**src/rtl/dwt_pkg.sv**
```systemverilog
// Shared types and geometry helpers for the multi-level 2D DWT scheduler.
package dwt_pkg;

    localparam int unsigned DATA_WIDTH = 32'd16;
    localparam int unsigned SIDE_SIZE  = 32'd8;
    localparam int unsigned LEVELS     = 32'd3;

    typedef logic [2*DATA_WIDTH-1:0] coeff_pair_t;

    typedef enum logic [1:0] {
        ST_IDLE    = 2'd0,
        ST_FEED_IN = 2'd1,
        ST_FEED_LL = 2'd2,
        ST_DONE    = 2'd3
    } sched_state_e;

    // Beats per line: each beat carries an {odd, even} pair, so half the side.
    function automatic int unsigned line_len(input int unsigned side, input int unsigned level);
        return (side >> 32'd1) >> level;
    endfunction

    function automatic int unsigned rows(input int unsigned side, input int unsigned level);
        return side >> level;
    endfunction

    function automatic int unsigned clamp_levels(input int unsigned cfg, input int unsigned max_levels);
        if (cfg == 32'd0) begin
            return 32'd1;
        end else if (cfg > max_levels) begin
            return max_levels;
        end else begin
            return cfg;
        end
    endfunction

endpackage

```
**src/rtl/dwt_frame_counter.sv**
```systemverilog
// Column/row beat counters for one DWT level frame; geometry follows the level.
module dwt_frame_counter
    import dwt_pkg::*;
#(
    parameter int unsigned SideSize = SIDE_SIZE,
    parameter int unsigned Levels   = LEVELS,
    localparam int unsigned LvlW    = (Levels > 32'd1) ? $clog2(Levels) : 32'd1,
    localparam int unsigned CntW    = $clog2(SideSize)
) (
    input  logic            clk_i,
    input  logic            rst_ni,
    input  logic            i_beat,
    input  logic [LvlW-1:0] i_level,
    output logic            o_sof,
    output logic            o_eol,
    output logic            o_last_beat
);

    logic [CntW-1:0] r_col;
    logic [CntW-1:0] r_row;
    logic [CntW-1:0] w_col_max;
    logic [CntW-1:0] w_row_max;
    logic            w_line_last;

    assign w_col_max   = CntW'(line_len(SideSize, 32'(i_level)) - 32'd1);
    assign w_row_max   = CntW'(rows(SideSize, 32'(i_level)) - 32'd1);
    assign w_line_last = (r_col == w_col_max);

    assign o_sof       = (r_col == '0) && (r_row == '0);
    assign o_eol       = w_line_last;
    assign o_last_beat = w_line_last && (r_row == w_row_max);

    // Counters move only on accepted beats and clear on the frame's last beat.
    always_ff @(posedge clk_i or negedge rst_ni) begin
        if (!rst_ni) begin
            r_col <= '0;
            r_row <= '0;
        end else if (i_beat) begin
            if (o_last_beat) begin
                r_col <= '0;
                r_row <= '0;
            end else if (w_line_last) begin
                r_col <= '0;
                r_row <= r_row + CntW'(1'b1);
            end else begin
                r_col <= r_col + CntW'(1'b1);
                r_row <= r_row;
            end
        end else begin
            r_col <= r_col;
            r_row <= r_row;
        end
    end

endmodule

```
**src/rtl/dwt_level_scheduler.sv**
```systemverilog
// Level sequencer for the 2D DWT: selects tile input or LL feedback and frames each level.
module dwt_level_scheduler
    import dwt_pkg::*;
#(
    parameter int unsigned DataWidth = DATA_WIDTH,
    parameter int unsigned SideSize  = SIDE_SIZE,
    parameter int unsigned Levels    = LEVELS,
    localparam int unsigned CfgW     = $clog2(Levels + 32'd1),
    localparam int unsigned LvlW     = (Levels > 32'd1) ? $clog2(Levels) : 32'd1
) (
    input  logic                   clk_i,
    input  logic                   rst_ni,
    input  logic [CfgW-1:0]        cfg_levels_i,
    input  logic                   s_valid_i,
    output logic                   s_ready_o,
    input  logic [2*DataWidth-1:0] s_data_i,
    input  logic                   fb_valid_i,
    output logic                   fb_ready_o,
    input  logic [2*DataWidth-1:0] fb_data_i,
    input  logic                   d_ready_i,
    output logic                   d_valid_o,
    output logic                   d_sof_o,
    output logic                   d_eol_o,
    output logic [2*DataWidth-1:0] d_data_o,
    output logic [LvlW-1:0]        level_o,
    output logic                   busy_o,
    output logic                   done_o
);

    sched_state_e    r_state;
    sched_state_e    w_state_nxt;
    logic [CfgW-1:0] r_levels;
    logic [CfgW-1:0] w_levels_nxt;
    logic [LvlW-1:0] r_level;
    logic [LvlW-1:0] w_level_nxt;
    logic [CfgW-1:0] w_cfg_clamped;
    logic            w_beat;
    logic            w_sof;
    logic            w_eol;
    logic            w_last_beat;

    assign w_cfg_clamped = CfgW'(clamp_levels(32'(cfg_levels_i), Levels));
    assign w_beat        = d_valid_o & d_ready_i;

    dwt_frame_counter #(
        .SideSize (SideSize),
        .Levels   (Levels)
    ) u_frame_counter (
        .clk_i       (clk_i),
        .rst_ni      (rst_ni),
        .i_beat      (w_beat),
        .i_level     (r_level),
        .o_sof       (w_sof),
        .o_eol       (w_eol),
        .o_last_beat (w_last_beat)
    );

    assign d_sof_o = d_valid_o & w_sof;
    assign d_eol_o = d_valid_o & w_eol;
    assign level_o = r_level;
    assign busy_o  = (r_state != ST_IDLE);

    // State, latched level count and current level.
    always_ff @(posedge clk_i or negedge rst_ni) begin
        if (!rst_ni) begin
            r_state  <= ST_IDLE;
            r_levels <= '0;
            r_level  <= '0;
        end else begin
            r_state  <= w_state_nxt;
            r_levels <= w_levels_nxt;
            r_level  <= w_level_nxt;
        end
    end

    // Next state and the combinational source multiplexer.
    always_comb begin
        w_state_nxt  = r_state;
        w_levels_nxt = r_levels;
        w_level_nxt  = r_level;
        d_valid_o    = 1'b0;
        d_data_o     = '0;
        s_ready_o    = 1'b0;
        fb_ready_o   = 1'b0;
        done_o       = 1'b0;
        case (r_state)
            ST_IDLE: begin
                // Bubble cycle: config is latched here, nothing transfers.
                if (s_valid_i) begin
                    w_state_nxt  = ST_FEED_IN;
                    w_levels_nxt = w_cfg_clamped;
                    w_level_nxt  = '0;
                end else begin
                    w_state_nxt  = ST_IDLE;
                end
            end
            ST_FEED_IN: begin
                d_valid_o = s_valid_i;
                s_ready_o = d_ready_i;
                d_data_o  = s_valid_i ? s_data_i : '0;
                if (w_beat && w_last_beat) begin
                    if (32'(r_levels) > 32'd1) begin
                        w_state_nxt = ST_FEED_LL;
                        w_level_nxt = LvlW'(1'b1);
                    end else begin
                        w_state_nxt = ST_DONE;
                    end
                end else begin
                    w_state_nxt = ST_FEED_IN;
                end
            end
            ST_FEED_LL: begin
                d_valid_o  = fb_valid_i;
                fb_ready_o = d_ready_i;
                d_data_o   = fb_valid_i ? fb_data_i : '0;
                if (w_beat && w_last_beat) begin
                    if ((32'(r_level) + 32'd1) < 32'(r_levels)) begin
                        w_state_nxt = ST_FEED_LL;
                        w_level_nxt = r_level + LvlW'(1'b1);
                    end else begin
                        w_state_nxt = ST_DONE;
                    end
                end else begin
                    w_state_nxt = ST_FEED_LL;
                end
            end
            ST_DONE: begin
                done_o      = 1'b1;
                w_state_nxt = ST_IDLE;
            end
            default: begin
                w_state_nxt = ST_IDLE;
            end
        endcase
    end

endmodule

```
**config.mk**
```make
export PLATFORM = sky130hd
export DESIGN_NAME = dwt_level_scheduler
export DESIGN_NICKNAME = d
export VERILOG_FILES = /design/src/rtl/dwt_pkg.sv /design/src/rtl/dwt_frame_counter.sv /design/src/rtl/dwt_level_scheduler.sv
export SDC_FILE = /design/constraint.sdc
export NUM_CORES = 1
export LEC_CHECK = 0
export BUFFER_PORTS_ARGS = -buffer_cell sky130_fd_sc_hd__buf_4
export CAP_MARGIN = 30
export CORE_MARGIN = 2
export CORE_UTILIZATION = 29
export DETAILED_ROUTE_END_ITERATION = 10
export PLACE_DENSITY_LB_ADDON = 0.15
export SKIP_CTS_REPAIR_TIMING = 1
export SLEW_MARGIN = 20
export SYNTH_ARGS = -nofsm -noshare
export SYNTH_HDL_FRONTEND = slang
export SYNTH_SLANG_ARGS = --single-unit
```
**constraint.sdc**
```tcl
create_clock -name clk_i -period 2.95 [get_ports clk_i]
set_input_delay 0 -clock clk_i [delete_from_list [all_inputs] [get_ports clk_i]]
set_output_delay 0 -clock clk_i [all_outputs]
set_load 0.01 [all_outputs]
```
Word-level counts from Yosys, hierarchy flattened:

Cells that the tools add are included.
W data, S select, Z words.

* register bits after elaboration: 12
* input port bits: 71
* output and inout port bits: 41
* word-level logic and storage cells: 65

* add/subtract/negate cells: 6
* magnitude comparators: 2
* equality and inequality tests: 10
* shifts and indexed selects: 2
* mux-type cells: 24
* bitwise operators: 3
* reductions and logical operators: 13

Operators by type and width (number)
* $mux W32: 2
* $pmux W32 S2: 1
* $mux W2: 8
* $mux W3: 4
* $ne A2 B2 Y1 const B: 5
* $pmux W2 S4: 1
* $add A3 B1 Y3 const B: 2
* $eq A3 B3 Y1: 2
* $logic_not A3 Y1: 2
* $mux W1: 6
* $pmux W2 S3: 1
* $reduce_and A6 Y1: 1
* $sub A3 B1 Y3 const B: 2
* $eq A2 B2 Y1 const B: 2
* $logic_not A2 Y1: 2
* $reduce_and A2 Y1: 2
* $reduce_bool A2 Y1: 2
* $shr A4 B2 Y3 const A: 1
* $add A2 B1 Y3 const B: 1
* $and A1 B1 Y1: 3
* $logic_and A1 B1 Y1: 3
* $lt A3 B2 Y1: 1
* $reduce_bool A3 Y1: 1
* $shr A3 B2 Y3 const A: 1
* 4 further kinds: 4

Logic depth before layout (Yosys ltp):

Gate-level depths: netlist of the first run.

* word-level depth: 7
* mapped depth: 9

Modules after synthesis:

From an unflattened synthesis of the first run, not the netlist that was laid out.

* cells, all modules: 181
* area, all modules: 1515.2 µm²

By module, submodules not included
* dwt_level_scheduler: times used 1, cells each 130, area an instance 1036.0 µm², sequential area each 150.1 µm²
* dwt_frame_counter: times used 1, cells each 51, area an instance 479.2 µm², sequential area each 150.1 µm²

Worst setup path before layout of the first run:

OpenSTA, ideal clock, no wires.

* kind: reg2reg
* start: register r_level[0] (netlist: level_o[0])
* end: register r_level[0] (netlist: level_o[0])
* arrival: 2421 ps
* required time: 2871 ps
* path slack: 449 ps
* stages on the path, launching flop included: 9
* path buffers: 0
* period minus slack after synthesis: 2501 ps
* path through: dfrtp_1 > inv_1 > ha_1 > xor2_1 > nand3_1 > or4_1 > o21a_1 > a2111oi_4 > mux2i_1

* longest elaborated chain between the ends: 7
* elaborated cells between the ends (all ways): 18
* classes of those cells: add/sub: 4; order compare: 1; eq/ne: 5; shift: 2; mux: 3; reduce/logical: 3

Ends and longest elaborated chain
* start: declaration: RTL line dwt_level_scheduler.sv:34 `logic [LvlW-1:0] r_level;`
* start signal: assignment: RTL line dwt_level_scheduler.sv:72 `r_level <= w_level_nxt;`
* $shr A3 B2 Y3 / $shr A4 B2 Y3 (equally long branches): RTL line dwt_pkg.sv:19, dwt_pkg.sv:23
* $sub A3 B1 Y3 (on tied branches): RTL line dwt_frame_counter.sv:25, dwt_frame_counter.sv:26
* $eq A3 B3 Y1 (on tied branches): RTL line dwt_frame_counter.sv:27, dwt_frame_counter.sv:31
* $logic_and A1 B1 Y1: RTL line dwt_frame_counter.sv:31 `assign o_last_beat = w_line_last && (r_row == w_row_max);`
* $logic_and A1 B1 Y1: RTL line dwt_level_scheduler.sv:101, dwt_level_scheduler.sv:116
* $ne A2 B2 Y1 (no source line)
* $reduce_and A6 Y1 (no source line)

Several ways; a longest one is shown, not always the timed one. The select of a mux whose other input is x is not followed.
A chain may end at the register's enable or synchronous reset.

Worst setup path after layout of the first run:

Same ends and word-level chain as after synthesis.

==> results.sh, run 1 <==
export IMPL_regArea_um2=300
export IMPL_num_vias=1631
export IMPL_path_class="register to register"
export IMPL_r2r_end="level_o[0]"
export IMPL_p_per_area_nw_per_um2=519
export IMPL_grt_use_met2_pct=29.2
export IMPL_synth_ff_type="dfrtp_1"
export IMPL_slew_viol_final=0
export IMPL_drt_iter0_drc=36
export IMPL_comb_power_share_pct=64.7
export IMPL_dr_pass1_iters=4
export IMPL_critPathSlowestCell="or4_1"
export IMPL_min_to="r_levels[1]"
export IMPL_cp_cell_sequence="inv_1 > ha_1 > xor2_1 > nand3_1 > or4_1 > o21a_1 > a2111oi_4 > mux2i_1"
export IMPL_grt_pass1_wl_um=6940
export IMPL_synth_top_family_by_area="simple AND/OR/NAND/NOR gates"
export IMPL_synth_edf_count=0
export IMPL_wl_um=4750
export IMPL_p_clk_share_pct=11.9
export IMPL_ys_types=30
export IMPL_busiest_layer="met2"
export IMPL_status="complete, no violations"
export IMPL_skew_ps=6.83
export IMPL_syn_area_um2=1420
export IMPL_use_met1_pct=19.0
export IMPL_nFillCells=478
export IMPL_grt_max_degree=36
export IMPL_worst_r2r_setup_slack_ps=260
export IMPL_initial_core_util_pct=30.1
export IMPL_num_antenna_cells=0
export IMPL_gp_congestion=0.841
export IMPL_synth_seq_cells=12
export IMPL_ir_worst_vdd_mv=0.239
export IMPL_cp_top_family="simple AND/OR/NAND/NOR gates"
export IMPL_multi_input_area_um2=1030
export IMPL_critPathLaunch="level_o[0]"
export IMPL_worstPathMaxFanout=7
export IMPL_synth_adder_area_share_pct=12.8
export IMPL_hp_class="input pin to register"
export IMPL_cts_tree="built"
export IMPL_synth_nets=261
export IMPL_die_w_um=74.0
export IMPL_first_global_vias=1521
export IMPL_antenna_left=0
export IMPL_pwr_share_seq_pct=23.4
export IMPL_finalSetupViolations=0
export IMPL_period_share_pct=91.4
export IMPL_gr_total_overflow=0
export IMPL_crit_required_ps=3100
export IMPL_synth_xor_area_share_pct=3.08
export IMPL_rsz0062_at_grt="no"
export IMPL_via_per_inst=4.67
export IMPL_total_power_mw=1.23
export IMPL_p_switching_mw=0.517
export IMPL_cts_max_path_buffers=2
export IMPL_antenna_found_initial=0
export IMPL_drt_drc_violations_left=0
export IMPL_nNetsFinal=369
export IMPL_cts_made_buffers=3
export IMPL_final_common_cell="buf_4"
export IMPL_startpoint_type="register"
export IMPL_final_cell_mix="buf_4 (114), nor2b_1 (36), a22oi_1 (32)"
export IMPL_swShare_pct=42.2
export IMPL_grt_usage_pct=15.9
export IMPL_p_int_mw=0.709
export IMPL_endpoint_kind="register"
export IMPL_seq_area_frac_synth_pct=21.1
export IMPL_grt_use_met3_pct=4.07
export IMPL_async_flop_share_pct=100
export IMPL_fp_row_count=25
export IMPL_cp_slowest_stage_delay_ps=460
export IMPL_cp_num_buf_inv=1
export IMPL_critical_path_arrival_ps=2850
export IMPL_ys_warn_count=0
export IMPL_clkTransAtPathRegs_ps=50
export IMPL_place_hpwl_um=3840
export IMPL_utilization_pct=50.0
export IMPL_period_needed_ps=2690
export IMPL_min_from="cfg_levels_i[1]"
export IMPL_ioPinCount=112
export IMPL_syn_inst=176
export IMPL_reg2regPathDepth=8
export IMPL_dieArea_um2=5480
export IMPL_avgRoutedWirePerCell_um=13.6
export IMPL_rr_startpoint="level_o[0]"
export IMPL_port_buffers=111
export IMPL_root_buffer="clkbuf_8"
export IMPL_synth_area_per_cell_um2=8.08
export IMPL_max_cap_violations=0
export IMPL_die_height_um=74.0
export IMPL_drive_above_1_share_pct=42.6
export IMPL_htreeDepth=1
export IMPL_syn2layout_area_growth_pct=66.1
export IMPL_p_leak_nw=1.13
export IMPL_finalHoldViolCount=0
export IMPL_clock_sinks=12
export IMPL_tightest_slew_ps=474
export IMPL_holdPathStages=2
export IMPL_yosys_area_share_simple_pct=26.7
export IMPL_synthMuxAreaShare_pct=2.90
export IMPL_setup_tns_ps=0
export IMPL_fp_coreArea_um2=4720
export IMPL_synth_compound_area_share_pct=26.6
export IMPL_clkLatencyLatePin_ps=240
export IMPL_slew_headroom_pct=68.1
export IMPL_max_freq_ghz=0.371
flip-flops by register name (all words and copies together), names as in the netlist, named ones only:
name,cells
u_frame_counter.r_col,3
u_frame_counter.r_row,3
r_levels,2
level_o,2
r_state,1
stage by stage:
stage	hold slack, ps	std cells	setup slack, ps	area [um^2]
2_1_floorplan	-296	176	449	1420
3_3_place_gp	-146	345	348	2310
3_5_place_dp	-147	345	267	2310
4_1_cts	-405	348	247	2350
5_1_grt	5.11	349	14.9	2360
6_report	6.84	349	255	2360
kinds of logic (layout without fill, tap and decap cells):
| kind of cell | after synthesis | count (layout) |
|---|---|---|
| buf+inv | 24 | 130 |
| mux | 4 | 4 |
| flops | 12 | 12 |
| fa+ha+maj | 14 | 14 |
| compound gates | 50 | 50 |
| simple gates | 67 | 67 |
| xor+xnor | 5 | 5 |
worst max-delay path by stage:
stage,end,slack [ps],cells past startpoint
3_5_place_dp,level_o[0],270,8
3_3_place_gp,level_o[1],350,8
5_1_grt,level_o[0],10,8
2_1_floorplan,level_o[0],450,8
4_1_cts,level_o[0],250,8
6_report,level_o[0],260,8
area by class of cell:
cell class                      count  area share (%)
Timing Repair Buffer              115            36.6
Sequential cell                    12            12.7
Multi-Input combinational cell    140            43.5
Tap cell                           67            3.55
Inverter                           12            1.91
Clock buffer                        3            1.75
worst reg2reg max path, delay by kind of cell (launching register included):
| kind | cells | cell delay, ps |
|---|---|---|
| AO/OA/AOI/OAI | 2 | 620 |
| XOR/XNOR | 1 | 180 |
| adder cells (fa/ha/maj) | 1 | 340 |
| buffers and inverters | 1 | 140 |
| flip-flops | 1 | 430 |
| multiplexers | 1 | 230 |
| AND/OR/NAND/NOR | 2 | 680 |
layer usage:
layer | vias up | wire, um
met5 | - | 0
met4 | 0 | 22
met3 | 2 | 256
met2 | 48 | 2610
met1 | 751 | 1860
li1 | 830 | -
power groups by stage:
stage | Sequential [mW] | Clock, mW | Combinational, mW
floorplan | 0.274 | 0 | 0.508
global placement | 0.291 | 0 | 0.793
detailed placement | 0.289 | 0 | 0.797
CTS | 0.287 | 0.151 | 0.802
global route | 0.295 | 0.158 | 0.880
finish | 0.287 | 0.146 | 0.794
Yosys cell counts (all sizes together) (2+ instances only):
| library cell | instances | area, um^2 |
|---|---|---|
| a22oi | 32 | 240 |
| and2 | 4 | 25.0 |
| buf | 3 | 16.3 |
| clkbuf | 9 | 33.8 |
| dfrtp | 12 | 300 |
| ha | 13 | 163 |
| inv | 12 | 45.0 |
| mux2i | 3 | 30.0 |
| nand2 | 8 | 30.0 |
| nand3 | 6 | 30.0 |
| nor2 | 7 | 26.3 |
| nor2b | 36 | 225 |
| o21ai | 13 | 65.1 |
| xnor2 | 2 | 17.5 |
| xor2 | 3 | 26.3 |
Note: power is estimated with default switching activity, not from simulation.
==> run 2, diff against run 1 <==
clock period = 2.62 ns   (was 2.95 ns; I/O delays follow)
==> run 2 against run 1 <==
Compared with the run above: the run now ends with hold timing left; worst setup slack got worse by 85 ps; via count rose by 2.1%; maximum frequency rose by 10%; sequential power rose by 12%; sequential share of layout area fell by 0.28 points.
==> results.sh, run 2 (same netlist as run 1, synthesis figures left out) <==
export IMPL_status="finished, violations left"
export IMPL_violations="hold timing"
export IMPL_via_per_inst=4.68
export IMPL_drt_drc_violations_left=0
export IMPL_clkLatencyLatePin_ps=240
export IMPL_endpoint_kind="register"
export IMPL_final_cells=356
export IMPL_ioPinCount=112
export IMPL_tightest_slew_ps=400
export IMPL_place_hpwl_um=3780
export IMPL_first_global_vias=1550
export IMPL_setup_tns_ps=0
export IMPL_top_regs="u_frame_counter.r_col (3), u_frame_counter.r_row (3)"
export IMPL_initial_core_util_pct=30.1
export IMPL_dpl_worst_slack_ps=154
export IMPL_final_common_cell="buf_4"
export IMPL_period_share_pct=93.5
export IMPL_clock_sinks=12
export IMPL_cts_made_buffers=3
export IMPL_die_height_um=74.0
export IMPL_dieArea_um2=5480
export IMPL_fin_hold_ws_ps=-2.34
export IMPL_wl_um=4790
export IMPL_timing_final_ws_setup_ps=171
export IMPL_dp_cells=351
export IMPL_cp_slowest_stage_delay_ps=430
export IMPL_utilization_pct=51.2
export IMPL_port_buffers=111
export IMPL_nNetsFinal=376
export IMPL_cts_tree="built"
export IMPL_grt_pass1_wl_um=7290
export IMPL_worstPathMaxFanout=4
export IMPL_drive_above_1_share_pct=44.3
export IMPL_gp_congestion=0.801
export IMPL_finalInstanceArea_um2=2420
export IMPL_dpl_cell_area_um2=2360
export IMPL_path_class="register to register"
export IMPL_htreeDepth=1
export IMPL_skew_ps=1.57
export IMPL_drt_iter0_drc=73
export IMPL_p_per_area_nw_per_um2=589
export IMPL_syn2layout_area_growth_pct=69.8
export IMPL_period_needed_ps=2450
export IMPL_total_power_mw=1.42
export IMPL_finalHoldViolCount=1
export IMPL_grt_max_degree=36
export IMPL_clkTransAtPathRegs_ps=50
export IMPL_crit_required_ps=2780
export IMPL_avgRoutedWirePerCell_um=13.5
export IMPL_slew_viol_final=0
export IMPL_max_cap_violations=0
export IMPL_root_buffer="clkbuf_8"
export IMPL_gr_total_overflow=0
export IMPL_antenna_left=0
export IMPL_critical_path_arrival_ps=2610
export IMPL_cp_cell_sequence="inv_1 > ha_1 > xor2_1 > nand3_1 > or4_1 > o21a_1 > a2111oi_4 > mux2i_1"
export IMPL_num_antenna_cells=0
export IMPL_cts_max_path_buffers=2
export IMPL_startpoint_type="register"
export IMPL_dr_pass1_iters=4
export IMPL_grt_usage_pct=16.8
export IMPL_fp_row_count=25
export IMPL_fp_coreArea_um2=4720
export IMPL_finalSetupViolations=0
export IMPL_slew_headroom_pct=73.0
export IMPL_num_vias=1665
export IMPL_die_w_um=74.0
export IMPL_antenna_found_initial=0
export IMPL_ir_worst_vdd_mv=0.230
export IMPL_hp_class="input pin to register"
export IMPL_max_freq_ghz=0.408
export IMPL_rsz0062_at_grt="no"
export IMPL_final_cell_mix="buf_4 (121), nor2b_1 (36), a22oi_1 (32)"
export IMPL_p_leak_nw=1.16
export IMPL_critPathSlowestCell="or4_1"
run 2: changes by cell type in the layout (fill, tap and decap cells not counted), sizes merged:
cell,change
buf,+7
run 2: worst max-delay path, delay by kind of cell (launching register included):
kind                       cells  cell delay [ps]
adders and majority gates      1              320
AOI/OAI and AO/OA              2              610
and+or+nand+nor                2              560
muxes                          1              220
DFF                            1              380
buffers and inverters          1              110
xor gates and xnor gates       1              170
run 2: power by group:
group | leakage, nW | internal, mW | total (mW) | switching [mW]
clock | 0.0216 | 0.101 | 0.169 | 0.0673
combinational | 0.985 | 0.477 | 0.932 | 0.455
sequential | 0.155 | 0.249 | 0.321 | 0.0726
run 2: cell type report:
cell class              instances  area [um^2]
fillers                       470         2310
repair buffers                122          918
clock buffers                   3         41.3
flip-flops and latches         12          300
multi-input cells             140         1030
well taps                      67         83.8
inverters                      12         45.0
run 2: worst paths after layout:
| check | cells after the start | endpoint | start | slack [ps] |
|---|---|---|---|---|
| max | 8 | level_o[0] | level_o[1] | 170 |
| min | 2 | r_levels[1] | cfg_levels_i[1] | -2 |
| max reg2reg | 8 | level_o[0] | level_o[1] | 170 |
| min reg2reg | 2 | r_levels[0] | r_levels[0] | 530 |
| max in group asynchronous | 2 | u_frame_counter.r_col[0] | rst_ni | 2320 |
| min in group asynchronous | 2 | level_o[0] | rst_ni | 140 |
run 2: per-layer routing:
metal / track usage, % / part of all wire (%) / wire length (um) / up-vias
met5: 0 / 0 / 0 / -
met4: 3.03 / 0.56 / 27 / 0
met3: 3.79 / 4.9 / 234 / 2
met2: 28.7 / 52 / 2510 / 49
met1: 21.8 / 42 / 2020 / 771
li1: - / - / - / 843
